[src/rtl/uart_pkg.sv]
// rtl/uart_pkg.sv - shared types and defaults for the UART receive buffer.
package uart_pkg;

  localparam int UART_RX_DATA_WIDTH      = 8;
  localparam int UART_RX_DEFAULT_TIMEOUT = 640;

  typedef struct packed {
    logic                          parity_err;
    logic [UART_RX_DATA_WIDTH-1:0] data;
  } rx_entry_t;

  typedef enum logic [1:0] {
    RX_TO_IDLE     = 2'd0,
    RX_TO_COUNTING = 2'd1,
    RX_TO_EXPIRED  = 2'd2
  } rx_to_state_t;

endpackage

[src/rtl/uart_rx_timeout.sv]
// rtl/uart_rx_timeout.sv - character-timeout timer, used when UART_RX_FIFO_TIMEOUT_EN is defined.
module uart_rx_timeout
  import uart_pkg::*;
#(
  parameter int TIMEOUT_CYCLES = UART_RX_DEFAULT_TIMEOUT
) (
  input  logic clk,
  input  logic reset,
  input  logic push,
  input  logic pop,
  input  logic flush,
  input  logic empty_next,
  output logic timeout
);

  localparam int CW = (TIMEOUT_CYCLES > 2) ? $clog2(TIMEOUT_CYCLES) : 1;

  rx_to_state_t  state_q, state_d;
  logic [CW-1:0] cnt_q, cnt_d;

  always_ff @(posedge clk or negedge reset) begin
    if (!reset) begin
      state_q <= RX_TO_IDLE;
      cnt_q   <= '0;
    end else begin
      state_q <= state_d;
      cnt_q   <= cnt_d;
    end
  end

  // Decisions use next-cycle emptiness so the timer starts on the edge rd_valid rises.
  always_comb begin
    state_d = state_q;
    cnt_d   = cnt_q;
    if (flush || empty_next) begin
      state_d = RX_TO_IDLE;
      cnt_d   = '0;
    end else begin
      unique case (state_q)
        RX_TO_IDLE: begin
          state_d = RX_TO_COUNTING;
          cnt_d   = '0;
        end
        RX_TO_COUNTING: begin
          if (push || pop) begin
            cnt_d = '0;
          end else if (cnt_q == CW'(TIMEOUT_CYCLES - 1)) begin
            state_d = RX_TO_EXPIRED;
          end else begin
            cnt_d = cnt_q + 1'b1;
          end
        end
        RX_TO_EXPIRED: begin
          if (push || pop) begin
            state_d = RX_TO_COUNTING;
            cnt_d   = '0;
          end
        end
        default: begin
          state_d = RX_TO_IDLE;
          cnt_d   = '0;
        end
      endcase
    end
  end

  always_comb begin
    timeout = (state_q == RX_TO_EXPIRED);
  end

endmodule

[src/rtl/uart_rx_fifo.sv]
// rtl/uart_rx_fifo.sv - FWFT receive FIFO with overrun flag; UART_RX_FIFO_TIMEOUT_EN adds character timeout.
module uart_rx_fifo
  import uart_pkg::*;
#(
  parameter int DATA_WIDTH = 8,
  parameter int DEPTH      = 16
`ifdef UART_RX_FIFO_TIMEOUT_EN
  , parameter int TIMEOUT_CYCLES = UART_RX_DEFAULT_TIMEOUT
`endif
) (
  input  logic                    clk,
  input  logic                    reset,
  input  logic                    wr_valid,
  input  logic [DATA_WIDTH-1:0]   wr_data,
  input  logic                    wr_parity_err,
  input  logic                    rd_ready,
  output logic                    rd_valid,
  output logic [DATA_WIDTH-1:0]   rd_data,
  output logic                    rd_parity_err,
  output logic [$clog2(DEPTH):0]  level,
  output logic                    full,
  output logic                    empty,
  output logic                    overrun,
  input  logic                    overrun_clr,
  input  logic                    flush
`ifdef UART_RX_FIFO_TIMEOUT_EN
  , output logic                  timeout
`endif
);

  localparam int AW = $clog2(DEPTH);
  localparam int PW = AW + 1;

  // Entry layout matches rx_entry_t: {parity_err, data}.
  logic [DATA_WIDTH:0] mem_q [DEPTH];

  logic [PW-1:0] wr_ptr_q, wr_ptr_d;
  logic [PW-1:0] rd_ptr_q, rd_ptr_d;
  logic [PW-1:0] level_q, level_d;
  logic          overrun_q, overrun_d;
  logic          push, pop, drop;

  always_comb begin
    empty    = (wr_ptr_q == rd_ptr_q);
    full     = (wr_ptr_q[AW] != rd_ptr_q[AW]) && (wr_ptr_q[AW-1:0] == rd_ptr_q[AW-1:0]);
    rd_valid = !empty;
    pop      = rd_valid && rd_ready;
    push     = wr_valid && (!full || pop);
    drop     = wr_valid && full && !pop && !flush;
  end

  always_comb begin
    wr_ptr_d = wr_ptr_q;
    rd_ptr_d = rd_ptr_q;
    if (flush) begin
      wr_ptr_d = '0;
      rd_ptr_d = '0;
    end else begin
      if (push) wr_ptr_d = wr_ptr_q + 1'b1;
      if (pop)  rd_ptr_d = rd_ptr_q + 1'b1;
    end
    level_d = wr_ptr_d - rd_ptr_d;
    // A drop in the same cycle as a clear keeps the flag set.
    overrun_d = overrun_q;
    if (drop) begin
      overrun_d = 1'b1;
    end else if (overrun_clr || flush) begin
      overrun_d = 1'b0;
    end
  end

  always_ff @(posedge clk or negedge reset) begin
    if (!reset) begin
      wr_ptr_q  <= '0;
      rd_ptr_q  <= '0;
      level_q   <= '0;
      overrun_q <= 1'b0;
    end else begin
      wr_ptr_q  <= wr_ptr_d;
      rd_ptr_q  <= rd_ptr_d;
      level_q   <= level_d;
      overrun_q <= overrun_d;
    end
  end

  always_ff @(posedge clk) begin
    if (push && !flush) begin
      mem_q[wr_ptr_q[AW-1:0]] <= {wr_parity_err, wr_data};
    end
  end

  always_comb begin
    rd_data       = '0;
    rd_parity_err = 1'b0;
    if (!empty) begin
      {rd_parity_err, rd_data} = mem_q[rd_ptr_q[AW-1:0]];
    end
    level   = level_q;
    overrun = overrun_q;
  end

`ifdef UART_RX_FIFO_TIMEOUT_EN
  uart_rx_timeout #(
    .TIMEOUT_CYCLES (TIMEOUT_CYCLES)
  ) u_timeout (
    .clk        (clk),
    .reset      (reset),
    .push       (push && !flush),
    .pop        (pop && !flush),
    .flush      (flush),
    .empty_next (wr_ptr_d == rd_ptr_d),
    .timeout    (timeout)
  );
`endif

endmodule

[config.mk]
export PLATFORM = sky130hd
export DESIGN_NAME = uart_rx_fifo
export DESIGN_NICKNAME = d
export VERILOG_FILES = /design/src/rtl/uart_pkg.sv /design/src/rtl/uart_rx_timeout.sv /design/src/rtl/uart_rx_fifo.sv
export SDC_FILE = /design/constraint.sdc
export NUM_CORES = 1
export LEC_CHECK = 0
export CAP_MARGIN = 5
export CORE_UTILIZATION = 50
export CTS_CLUSTER_DIAMETER = 150
export DETAILED_ROUTE_END_ITERATION = 10
export GPL_TIMING_DRIVEN = 0
export PLACE_DENSITY = 0.68
export SLEW_MARGIN = 10
export SYNTH_ARGS = -nofsm -noshare
export SYNTH_HDL_FRONTEND = slang
export SYNTH_HIERARCHICAL = 1
export SYNTH_SLANG_ARGS = --single-unit
[constraint.sdc]
create_clock -name clk -period 3.02 [get_ports clk]
set_clock_uncertainty 0.05 [all_clocks]
set_input_delay 0.906 -clock clk [delete_from_list [all_inputs] [get_ports clk]]
set_output_delay 0.906 -clock clk [all_outputs]
set_load 0.05 [all_outputs]
==> reports/metrics.cfg <==
[logic_synthesis]
ys_top_cells_by_area=edfxtp_1 66%, mux4_2 12%, dfrtp_1 6.1%
synth_fp_nets=369
synth_cells=344
yosysTopAreaCell=edfxtp_1
yosys_warnings=6
ys_ff_latch=160
async_reset_ff_share_pct=10.0
ys_types=38
ys_seq_area_share_pct=72.5
avgSynthCellArea_sq_um=18.9
syn_area_sq_um=6510
synthFlopType=edfxtp_1
synth_edf_count=144
synth_top_area_share_pct=66.4

[clocking]
path_clk_slew_ns=0.06
clock-sinks=160
root_buffer=clkbuf_16
cts_buffer_depth=2
tritoncts=yes
numCtsBuffers=17
clk_latency_ns=0.43
htreeDepth=4

[timing]
finalCriticalPeriod_ns=3.18
fmax_mhz=315
hold_ws_ns=0.491
relSlewSlack_pct=42.0
slew_viol_final=0
setup_viol=9
hold_violations=0
tightest_slew_ns=0.867
rsz0062_at_grt=true
fin_crit_sh_pct=105
setup_slack_ns=-0.157

[critical_path]
critPathRequiredTime_ns=2.06
start_kind=register
crit_path_end_kind=output port
path_cells=buf_12 > buf_8 > mux4_2 > a22oi_2 > a21oi_1 > buf_4
critPathMaxStageDelay_ns=0.54
path_max_fanout=6
slowest_stage=mux4_2
worstSetupPathType=reg2out
crit_arrival_ns=2.22

[die]
rows=41
ios=33
die_h_um=116
die-width_um=116
start_util_pct=51.4
core_sq_um=12700
dieArea_sq_um=13500

[route]
drc_errors=0
wl_per_cell_um=22.6
wl_um=13300
dr.pass1.iters=4
viasPerCell=5.62
vias=3313
drt_iter0_drc=349
ant_nets=0

[global_routing]
grt_pass1_wl_um=20200
antenna_found_initial=0
grt_usage_pct=22.0
grt_pass1_vias=3427
grt_max_degree=17
grt.overflow.total=0

[placed_design]
detailed_place_hpwl_um=8450
gp_congestion=0.763
dp.cells=548
port-buffer-count=32

[power]
leakagePower_nw=2.68
p_clk_share_pct=37.0
p_sw_share_pct=26.3
p_sw_mw=1.57
sequentialPowerShare_pct=41.6
p_total_mw=5.98
p_int_mw=4.41
vdd_ir_drop_max_v=0.000336
combPwrFrac_pct=21.4
power_density_nw_per_um2=750

[finish]
syn_to_final_growth_pct=22.3
antennaDiodeCount=0
drive_above_1_share_pct=34.2
finalNonFillerCells=590
finish.net_count=430

[worst_hold_path]
hold_path.class=reg2reg

[run_status]
outcome=complete, but fails checks
violations=setup timing

[flow_run]
maxCapViolations=0

[registers in the layout, summed over array words and instances, names as in the netlist]
name / flops
level: 5
overrun: 1
mem_q: 144
rd_ptr_q: 5
wr_ptr_q: 5
[cells in the final DEF, fill, tap and decap left out, drive strengths merged]
master,instances
nand3,2
xor2,10
o21a,1
a21boi,1
mux4,36
nand2b,4
inv,8
mux2i,1
nand3b,1
nor3b,1
nand4,2
nor2,25
a31oi,1
nand2,8
dlygate4sd2,1
buf,35
nor2b,3
a21o,2
clkdlybuf4s50,19
and2,1
a22oi,18
and3,2
xnor2,6
nor3,6
dfrtp,16
ha,9
edfxtp,144
or2,4
clkbuf,32
clkinvlp,1
a21oi,15
nor4,1
clkinv,1
fa,1
[final cells by class]
class | count | area, sq um
flip-flops and latches | 160 | 4730
fillers | 936 | 4700
multi-input cells | 161 | 1810
clock buffers | 28 | 613
repair buffers | 42 | 403
well taps | 172 | 215
plain buffers | 17 | 159
clock inverters | 4 | 25.0
inverters | 6 | 22.5
[critical path, delay by kind of cell (launching register included)]
kind | cells | cell delay (ns)
buffers and inverters | 3 | 0.48
AOI/OAI and AO/OA | 2 | 0.35
DFF | 1 | 0.43
muxes | 1 | 0.54
[per-layer routing]
layer  global-route usage [%]  wire (um)
met5                        0          0
met2                     34.7       6690
met3                     4.98        703
met1                     28.9       5500
met4                     11.3        412
[final timing paths]
| path | startpoint | to | slack, ns | depth (start not counted) |
|---|---|---|---|---|
| max in group asynchronous | reset | rd_ptr_q[0]$_DFF_PN0_ | 1.55 | 1 |
| setup / recovery | rd_ptr_q[0]$_DFF_PN0_ | rd_data[7] | -0.16 | 6 |
| min in group asynchronous | reset | overrun$_DFFE_PN0P_ | 0.86 | 1 |
| hold / removal | overrun$_DFFE_PN0P_ | overrun$_DFFE_PN0P_ | 0.49 | 2 |
| hold reg to reg | overrun$_DFFE_PN0P_ | overrun$_DFFE_PN0P_ | 0.49 | 2 |
| setup reg to reg | rd_ptr_q[0]$_DFF_PN0_ | level[4]$_DFF_PN0_ | 0.03 | 15 |
[Yosys cell counts (2+ instances only)]
library cell / instances
edfxtp_1: 144
mux4_2: 36
nor2_1: 25
a22oi_1: 18
dfrtp_1: 16
a21oi_1: 14
xor2_1: 10
ha_1: 9
buf_2: 6
inv_1: 6
nand2_1: 6
nor3_1: 5
xnor2_1: 5
clkbuf_1: 4
nand2b_1: 4
or2_1: 4
buf_4: 3
nor2b_1: 3
a21o_1: 2
buf_1: 2
buf_6: 2
nand2_2: 2
nand3_1: 2
nand4_1: 2
[logic make-up (layout without fill, tap and decap cells)]
family | after synthesis | count (layout) | synth area share (%)
flops | 160 | 160 | 72.5
xor+xnor | 16 | 16 | 2.27
simple gates | 60 | 60 | 4.84
compound gates | 38 | 38 | 3.90
mux | 37 | 37 | 12.6
fa+ha+maj | 10 | 10 | 2.04
buf+inv | 23 | 97 | 1.84
[per-stage QoR]
stage / cell area, sq um / setup slack [ns] / setup TNS, ns / utilization (%)
floorplan: 6520 / -0.164 / -1.47 / -
global placement: 7050 / -0.749 / -67.01 / 55.6
detailed placement: 7070 / -0.605 / -54.78 / 55.8
CTS: 7900 / -0.174 / -1.28 / 62.3
global route: 7970 / -0.223 / -2.79 / 62.9
finish: 7970 / -0.157 / -1.11 / 62.9
[power groups by stage]
stage	registers, mW	clock network, mW	logic (mW)
after floorplan	2.61	0	0.664
after global placement	2.53	0	1.09
after detailed placement	2.53	0	1.10
after CTS	2.49	2.24	1.24
after global routing	2.49	2.33	1.35
final	2.49	2.21	1.28
[timing repair]
action	4_1_cts	5_1_grt
buffers inserted	8	2
endpoints found under the setup margin	13	105
gates resized for setup	114	20
pin swaps	15	5
hold buffers	0	0
No activity file was read; power rests on OpenSTA's default activity.
